--- src/rtl/mux_demux_pkg.sv ---
// Shared definitions for the 5-channel one-hot mux/demux pair.
// Holds the data width, channel count, the select-check helper and the
// channel slice macro used to address one channel inside a packed bus.

`ifndef MUX_DEMUX_CH_SLICE
`define MUX_DEMUX_CH_SLICE(k) ((k) * mux_demux_pkg::DW) +: mux_demux_pkg::DW
`endif

package mux_demux_pkg;

  localparam int DW    = 8;
  localparam int N     = 5;
  localparam int IW    = 3;
  localparam int ERR_W = 8;

  localparam logic [ERR_W-1:0] ERR_MAX  = {ERR_W{1'b1}};
  localparam logic [N-1:0]     RR_RESET = {{(N-1){1'b0}}, 1'b1};

  // A select is usable only when exactly one destination bit is set;
  // zero-hot and multi-hot selects are both rejected.
  function automatic logic onehot_valid(input logic [N-1:0] sel);
    int cnt;
    cnt = 0;
    for (int k = 0; k < N; k++) begin
      if (sel[k]) cnt = cnt + 1;
    end
    return (cnt == 1);
  endfunction

endpackage

--- src/rtl/demux1x5_8b_onehot_buf_onehot_chk.sv ---
// One-hot select checker: flags whether sel has exactly one bit set and
// returns the binary index of that bit. Purely combinational. When the
// select is not one-hot the index is meaningless and must be ignored.

module onehot_chk
  import mux_demux_pkg::*;
(
  input  logic [N-1:0]  sel,
  output logic          valid,
  output logic [IW-1:0] idx
);

  // Validity from the shared helper, index from a priority scan of sel.
  always_comb begin
    valid = onehot_valid(sel);
    idx   = '0;
    for (int k = 0; k < N; k++) begin
      if (sel[k]) idx = IW'(k);
    end
  end

endmodule

--- src/rtl/demux1x5_8b_onehot_buf.sv ---
// 1-to-5 demultiplexer with one-hot destination select, 8-bit data and a
// single-entry output buffer per channel, valid/ready on both sides.
// Optional feature macro: DEMUX1X5_RR_EN -- when defined, in_sel is ignored
// and an internal rotating one-hot pointer picks the destination; the
// select-error pulse and counter are then held at zero.

module demux1x5_8b_onehot_buf
  import mux_demux_pkg::*;
(
  input  logic                clk,
  input  logic                rst_n,
  input  logic                in_valid,
  output logic                in_ready,
  input  logic [N-1:0]        in_sel,
  input  logic [DW-1:0]       in_data,
  output logic [N-1:0]        out_valid,
  input  logic [N-1:0]        out_ready,
  output logic [DW*N-1:0]     out_data,
  output logic                sel_err,
  output logic [ERR_W-1:0]    err_cnt
);

  logic [N-1:0]  dest;
  logic          dest_ok;
  logic [IW-1:0] dest_idx;
  logic          acc;
  logic [N-1:0]  wr_en;
  logic [DW-1:0] buf_q [N];

`ifdef DEMUX1X5_RR_EN
  logic [N-1:0] rr_q;
  logic         unused_sel;

  assign unused_sel = ^in_sel;
  assign dest       = rr_q;
`else
  assign dest = in_sel;
`endif

  onehot_chk u_chk (
    .sel   (dest),
    .valid (dest_ok),
    .idx   (dest_idx)
  );

  // A valid destination accepts when its buffer is empty or draining this
  // cycle; an invalid select is always accepted so it can be dropped.
  always_comb begin
    in_ready = 1'b1;
    if (dest_ok) begin
      in_ready = ~out_valid[dest_idx] | out_ready[dest_idx];
    end
  end

  assign acc   = in_valid & in_ready;
  assign wr_en = (acc && dest_ok) ? dest : '0;

  // Per-channel buffers: a write wins over a drain so a full channel can
  // take a new beat every cycle while its sink keeps up.
  always_ff @(posedge clk) begin
    if (!rst_n) begin
      out_valid <= '0;
      for (int k = 0; k < N; k++) begin
        buf_q[k] <= '0;
      end
    end else begin
      for (int k = 0; k < N; k++) begin
        if (wr_en[k]) begin
          buf_q[k]     <= in_data;
          out_valid[k] <= 1'b1;
        end else if (out_valid[k] && out_ready[k]) begin
          out_valid[k] <= 1'b0;
        end
      end
    end
  end

  // Flatten the channel buffers onto the packed output bus.
  for (genvar g = 0; g < N; g++) begin : g_out
    assign out_data[`MUX_DEMUX_CH_SLICE(g)] = buf_q[g];
  end

`ifdef DEMUX1X5_RR_EN
  assign sel_err = 1'b0;
  assign err_cnt = '0;

  // Round-robin pointer advances one channel per accepted beat.
  always_ff @(posedge clk) begin
    if (!rst_n) begin
      rr_q <= RR_RESET;
    end else if (acc) begin
      rr_q <= {rr_q[N-2:0], rr_q[N-1]};
    end
  end
`else
  // Dropped beats raise a one-cycle error pulse and bump a saturating count.
  always_ff @(posedge clk) begin
    if (!rst_n) begin
      sel_err <= 1'b0;
      err_cnt <= '0;
    end else begin
      sel_err <= acc & ~dest_ok;
      if (acc && !dest_ok && (err_cnt != ERR_MAX)) begin
        err_cnt <= err_cnt + 1'b1;
      end
    end
  end
`endif

endmodule

--- config.mk ---
export PLATFORM = sky130hd
export DESIGN_NAME = demux1x5_8b_onehot_buf
export DESIGN_NICKNAME = d
export VERILOG_FILES = /design/src/rtl/mux_demux_pkg.sv /design/src/rtl/demux1x5_8b_onehot_buf_onehot_chk.sv /design/src/rtl/demux1x5_8b_onehot_buf.sv
export SDC_FILE = /design/constraint.sdc
export NUM_CORES = 1
export LEC_CHECK = 0
export ABC_AREA = 0
export CORE_MARGIN = 2
export CORE_UTILIZATION = 45
export CTS_CLUSTER_SIZE = 40
export DETAILED_ROUTE_END_ITERATION = 12
export PLACE_DENSITY = 0.85
export RECOVER_POWER = 50
export SLEW_MARGIN = 15
export SYNTH_ARGS = -nofsm -noshare
export SYNTH_HDL_FRONTEND = slang
export SYNTH_SLANG_ARGS = --single-unit
export TNS_END_PERCENT = 100
--- constraint.sdc ---
create_clock -name clk -period 4.05 [get_ports clk]
set_input_delay 0.6075 -clock clk [delete_from_list [all_inputs] [get_ports clk]]
set_output_delay 0.6075 -clock clk [all_outputs]
set_load 0.02 [all_outputs]
# Word level (Yosys, flattened, before mapping)
# Memories as Yosys holds them, arrays and structs flattened.
# Index checks and enable logic that the tools add are counted.
# classes
mux	46
addsub	5
n_bitwise	10
reduce_logical	14
magnitude_cmp	1
eq_ne	2
# op_table
op	n
$mux 32	4
$add 32x2->32 const B	3
$mux 8	5
$eq 32x2->1 const B	1
$mux 1	31
$reduce_bool 2->1	5
$add 8x1->8 const B	1
$logic_and 1x1->1	8
$ne 8x8->1 const B	1
$bmux 1 s3	2
$or 1x1->1	6
$mux 5	1
$lt 3x4->1 const B	1
$mux 2	2
$mux 3	1
$add 1x1->2 const B	1
$and 1x1->1	2
$not 1->1	2
$logic_not 1->1	1
# word_totals
ramBits	40
ff_bits	14
out_inout_bits	55
memories	1
elab_cells	86
# mem_list
memory	words	word_bits	rd	rd_clocked_by_memory_dff	write_ports	line_no	rtl
buf_q	5	8	5	0	5	demux1x5_8b_onehot_buf.sv:28	logic [DW-1:0] buf_q [N];

# Logic depth before layout (Yosys ltp)
# logic_depth
depth_word	18
depth_mapped	14
depth_no_buf	12

# Hierarchy
# Synthesis repeated with hierarchy kept, for this count alone.
# unflattened
hier_cells	173
hier_area_um2	2233.4
# modules_own_cells
mod	cells_each	seq_area_each_um2	area_each_um2	n_inst
demux1x5_8b_onehot_buf	149	1481.4	2039.5	1
onehot_chk	24	0.0	193.9	1

# Worst setup path after synthesis
# Ideal clock, no wire load.
# synth_timing
path_kind	input port to flip-flop
from	in in_sel[0]
to	mem buf_q[3][0], in the netlist buf_q[0][24], enable pin
t_arrival_ps	3399
setup_slack_ps	265
n_path_buf	0
stages	12
setup_ps	387
path_cell_list	inv_1 -> ha_1 -> xor2_1 -> ha_1 -> nand2b_1 -> o21a_1 -> ha_1 -> nand2b_1 -> o32a_2 -> a21oi_4 -> nand2_1 -> o31ai_1
# synth_rtl
item	line_no	rtl
start, declared	demux1x5_8b_onehot_buf.sv:14	input logic [N-1:0] in_sel,
end, declared	demux1x5_8b_onehot_buf.sv:28	

# Final worst setup path
# layout_timing
from	in in_sel[1]
to	out in_ready
# layout_between
elab_chain_len	9
# layout_rtl
item	line_no	rtl
$mux 32 or $mux 1 (tied branches)	mux_demux_pkg.sv:25, demux1x5_8b_onehot_buf_onehot_chk.sv:18	
$add 32x2->32 or $mux 2 (tied branches)	mux_demux_pkg.sv:25, demux1x5_8b_onehot_buf_onehot_chk.sv:18	
$mux 32 or $mux 2 (tied branches)	mux_demux_pkg.sv:25, demux1x5_8b_onehot_buf_onehot_chk.sv:18	
$add 32x2->32 or $mux 3 (tied branches)	mux_demux_pkg.sv:25, demux1x5_8b_onehot_buf_onehot_chk.sv:18	
$mux 32 or $bmux 1 s3 (tied branches)	mux_demux_pkg.sv:25, demux1x5_8b_onehot_buf.sv:51	
$add 32x2->32 or $mux 1 (tied branches)	mux_demux_pkg.sv:25, demux1x5_8b_onehot_buf.sv:51	
$mux 32 or $not 1->1 (tied branches)	mux_demux_pkg.sv:25, demux1x5_8b_onehot_buf.sv:51	
$eq 32x2->1 or $or 1x1->1 (tied branches)	mux_demux_pkg.sv:27, demux1x5_8b_onehot_buf.sv:51	
$mux 1 (*)	demux1x5_8b_onehot_buf.sv:50	if (dest_ok) begin
end, declared	demux1x5_8b_onehot_buf.sv:13	output logic in_ready,
# Every way passes the cells marked *; elsewhere a longest branch is shown, timed or not. The select of a mux whose other input is x is not followed.

==> summary.txt <==
Run status
  • Run status: complete, no violations

Placed design
  • IO buf count: 75
  • DP HPWL: 3790 um
  • Gpl congestion: 0.797
  • Cell count after placement: 317
  • Dpl ws: -0.217 ns

CTS
  • # clock sinks: 54
  • Cts bufs inserted: 5
  • Hold Buf Count CTS: 0
  • Worst-path clk slew: 0.09 ns
  • Clk Latency, worst-skew pair: 0.30 ns
  • TritonCTS clock tree: done
  • CTS max path bufs: 2
  • Root Driver: clkbuf_8
  • H-tree depth: 2

STA
  • Final Max Slew Viols: 0
  • Final Hold Vio Count: 0
  • Post-route setup slack: 0.209 ns
  • Tcrit/Tclk final: 0.948
  • RSZ-0062 raised after global routing: no
  • Clock skew: 0.00542 ns
  • Worst Tran Pin Value: 0.319 ns
  • Hold_ws: 0.498 ns
  • Fmax: 260 MHz
  • # setup viols final: 0
  • Slew margin rel.: 0.786
  • Min cycle time layout: 3.84 ns

Pwr
  • Power density cells: 371 nW/um^2
  • Sequential share of power: 0.529
  • Worst vdd ir: 0.180 mV
  • P_leak: 0.00133 uW
  • Clock network power share: 0.286
  • Pwr Total: 1210 uW
  • Cell Int Power: 914 uW
  • Net switching power: 291 uW
  • Combinational power share: 0.184
  • Sw Ratio: 0.241

Routing
  • Vias: 1682
  • Routed WL: 4980 um
  • ANT nets after route: 0
  • Vias per Instance: 5.18
  • DRC: 0
  • Pre-antenna DRT Iters: 4
  • DR WL/cell: 15.3 um
  • DR iter-0 viols: 133

Yosys
  • Commonest cells in the netlist: 40 x edfxtp_1, 14 x dfxtp_1, 12 x nand2_1
  • Yosys top cell by area: edfxtp_1
  • Asr flop ratio synth: 0
  • YS warnings: 0
  • Synth Area per Inst: 13.6 sq um
  • Top cells by area, synth: edfxtp_1 54%, dfxtp_1 13%, ha_1 2.8%
  • Netlist cell types: 40
  • Top-count cell post-synth: edfxtp_1
  • Syn Inst Count: 163
  • Seq/Total Area, Yosys: 0.669
  • Top FF cell, synth: edfxtp_1
  • Mapped Nets: 189
  • Number of synthesized flops with an enable pin: 40
  • FF+latch count, synth: 54
  • Cell Area, Synth: 2210 sq um
  • Yosys top cell area share: 0.542

Setup path
  • Maximum fanout along the worst path: 2
  • Most common cell on crit path: nand2b_1
  • Slowest stage cell, crit path: clkdlybuf4s50_1
  • Data arrival, critical path: 3.23 ns
  • CP Launch Type: primary input
  • Crit-path cells: clkdlybuf4s50_1, inv_1, ha_4, xor2_1, ha_1, nand2b_1, o21a_1, ha_1, nand2b_1, o32a_2, a21oi_4, nand2b_1, clkbuf_2
  • WP data required: 3.44 ns
  • Crit path kind: in -> out
  • Crit path capture type: primary output
  • Largest stage delay on the critical path: 0.49 ns

Layout
  • Nets: 283
  • Ant. Diodes: 0
  • Area growth syn-to-layout: 46.8%
  • Non-Filler Instances: 325
  • Share of cells above drive strength 1: 0.109

Die
  • Die area: 5500 sq um
  • Die width: 74.2 um
  • Core area: 4720 sq um
  • # IOs: 76
  • Row cnt: 25
  • Starting Density: 0.469
  • Die Y: 74.2 um

GRT
  • Number of global-route vias before repair: 1544
  • Total GRT Usage: 0.188
  • Initial antenna violation count: 0
  • Global route overflow: 0
  • Pin count of the biggest net entering global routing: 19
  • First-pass GRT wire length: 7660 um

Run
  • # Max-Cap Violations: 0

Worst hold path
  • Worst hold path type: reg -> reg
timing repair:
item                                    CTS  global route
pin swaps                                 1             0
endpoints found under the setup margin    1             9
buffers inserted                          0             0
gates resized for setup                   1             4
metal layers:
metal	GRT usage	vias to the layer above	part of all wire
met3	0.0542	6	0.072
met4	0.0545	0	0.011
met1	0.234	800	0.42
li1	-	805	-
met2	0.322	71	0.49
met5	0	-	0
power groups by stage:
stage / clock [uW] / combinational [uW] / sequential [uW]
2_1_floorplan: 0 / 79.8 / 690
3_3_place_gp: 0 / 228 / 651
3_5_place_dp: 0 / 235 / 653
4_1_cts: 354 / 236 / 640
5_1_grt: 377 / 240 / 641
6_report: 345 / 222 / 638
placed cells by master, fill, tap and decap left out, types with 2 or more instances in the layout:
| cell type | n |
|---|---|
| dfxtp_1 | 14 |
| dlygate4sd3_1 | 54 |
| o21ai_1 | 2 |
| a21oi_1 | 6 |
| or4_1 | 5 |
| nor2_1 | 4 |
| nor2b_1 | 2 |
| nand3_1 | 7 |
| ha_1 | 4 |
| buf_4 | 14 |
| nor3b_1 | 2 |
| edfxtp_1 | 40 |
| and2_1 | 8 |
| o31ai_1 | 6 |
| and4_1 | 2 |
| clkbuf_1 | 3 |
| mux2i_1 | 2 |
| o21ai_0 | 7 |
| nand4_1 | 3 |
| clkdlybuf4s50_1 | 20 |
| nand2b_1 | 5 |
| nand3b_1 | 2 |
| inv_1 | 6 |
| clkbuf_2 | 3 |
| nand2_1 | 12 |
| a31oi_1 | 2 |
| clkbuf_8 | 5 |
critical path, delay by kind of cell:
family | cells | cell delay, ns
buf+inv | 3 | 0.73
simple gates | 3 | 0.36
compound gates | 3 | 0.49
xor+xnor | 1 | 0.21
fa+ha+maj | 3 | 0.84
path summary, 6_finish.rpt:
check / start / end / slack [ns] / cells past startpoint
worst min-delay path: err_cnt[1] / err_cnt[1] / 0.50 / 2
worst min register to register: err_cnt[1] / err_cnt[1] / 0.50 / 2
worst max-delay path: in_sel[1] / in_ready / 0.21 / 13
worst max register to register: out_valid[1] / buf_q[0][20] / 2.08 / 7
logic make-up (layout without fill, tap and decap cells):
family | after synthesis | after routing | synth area share
xor+xnor | 3 | 3 | 0.0254
mux | 2 | 2 | 0.00904
fa+ha+maj | 5 | 5 | 0.0282
simple gates | 55 | 55 | 0.144
buf+inv | 12 | 107 | 0.0226
flops | 54 | 54 | 0.669
compound gates | 32 | 32 | 0.102
area by class of cell:
class	count	area (sq um)
clock inverter	1	30.0
inverter	7	26.3
fill	352	1470
clock buffer	7	76.3
timing repair buffer	92	865
multi-input combinational	97	688
tap	67	83.8
sequential	54	1480
through the flow:
step                       util  TNS (ns)  area [sq um]
after floorplan               -         0          2210
after global placement    0.668   -0.0992          3150
after detailed placement  0.668     -3.96          3150
after CTS                 0.690         0          3260
after global routing      0.688         0          3250
final                     0.688         0          3250
registers in the layout, indices dropped and copies added, names as in the netlist:
name,count
err_cnt,8
out_valid,5
sel_err,1
buf_q,40
Note: power is estimated with default switching activity, not from simulation.
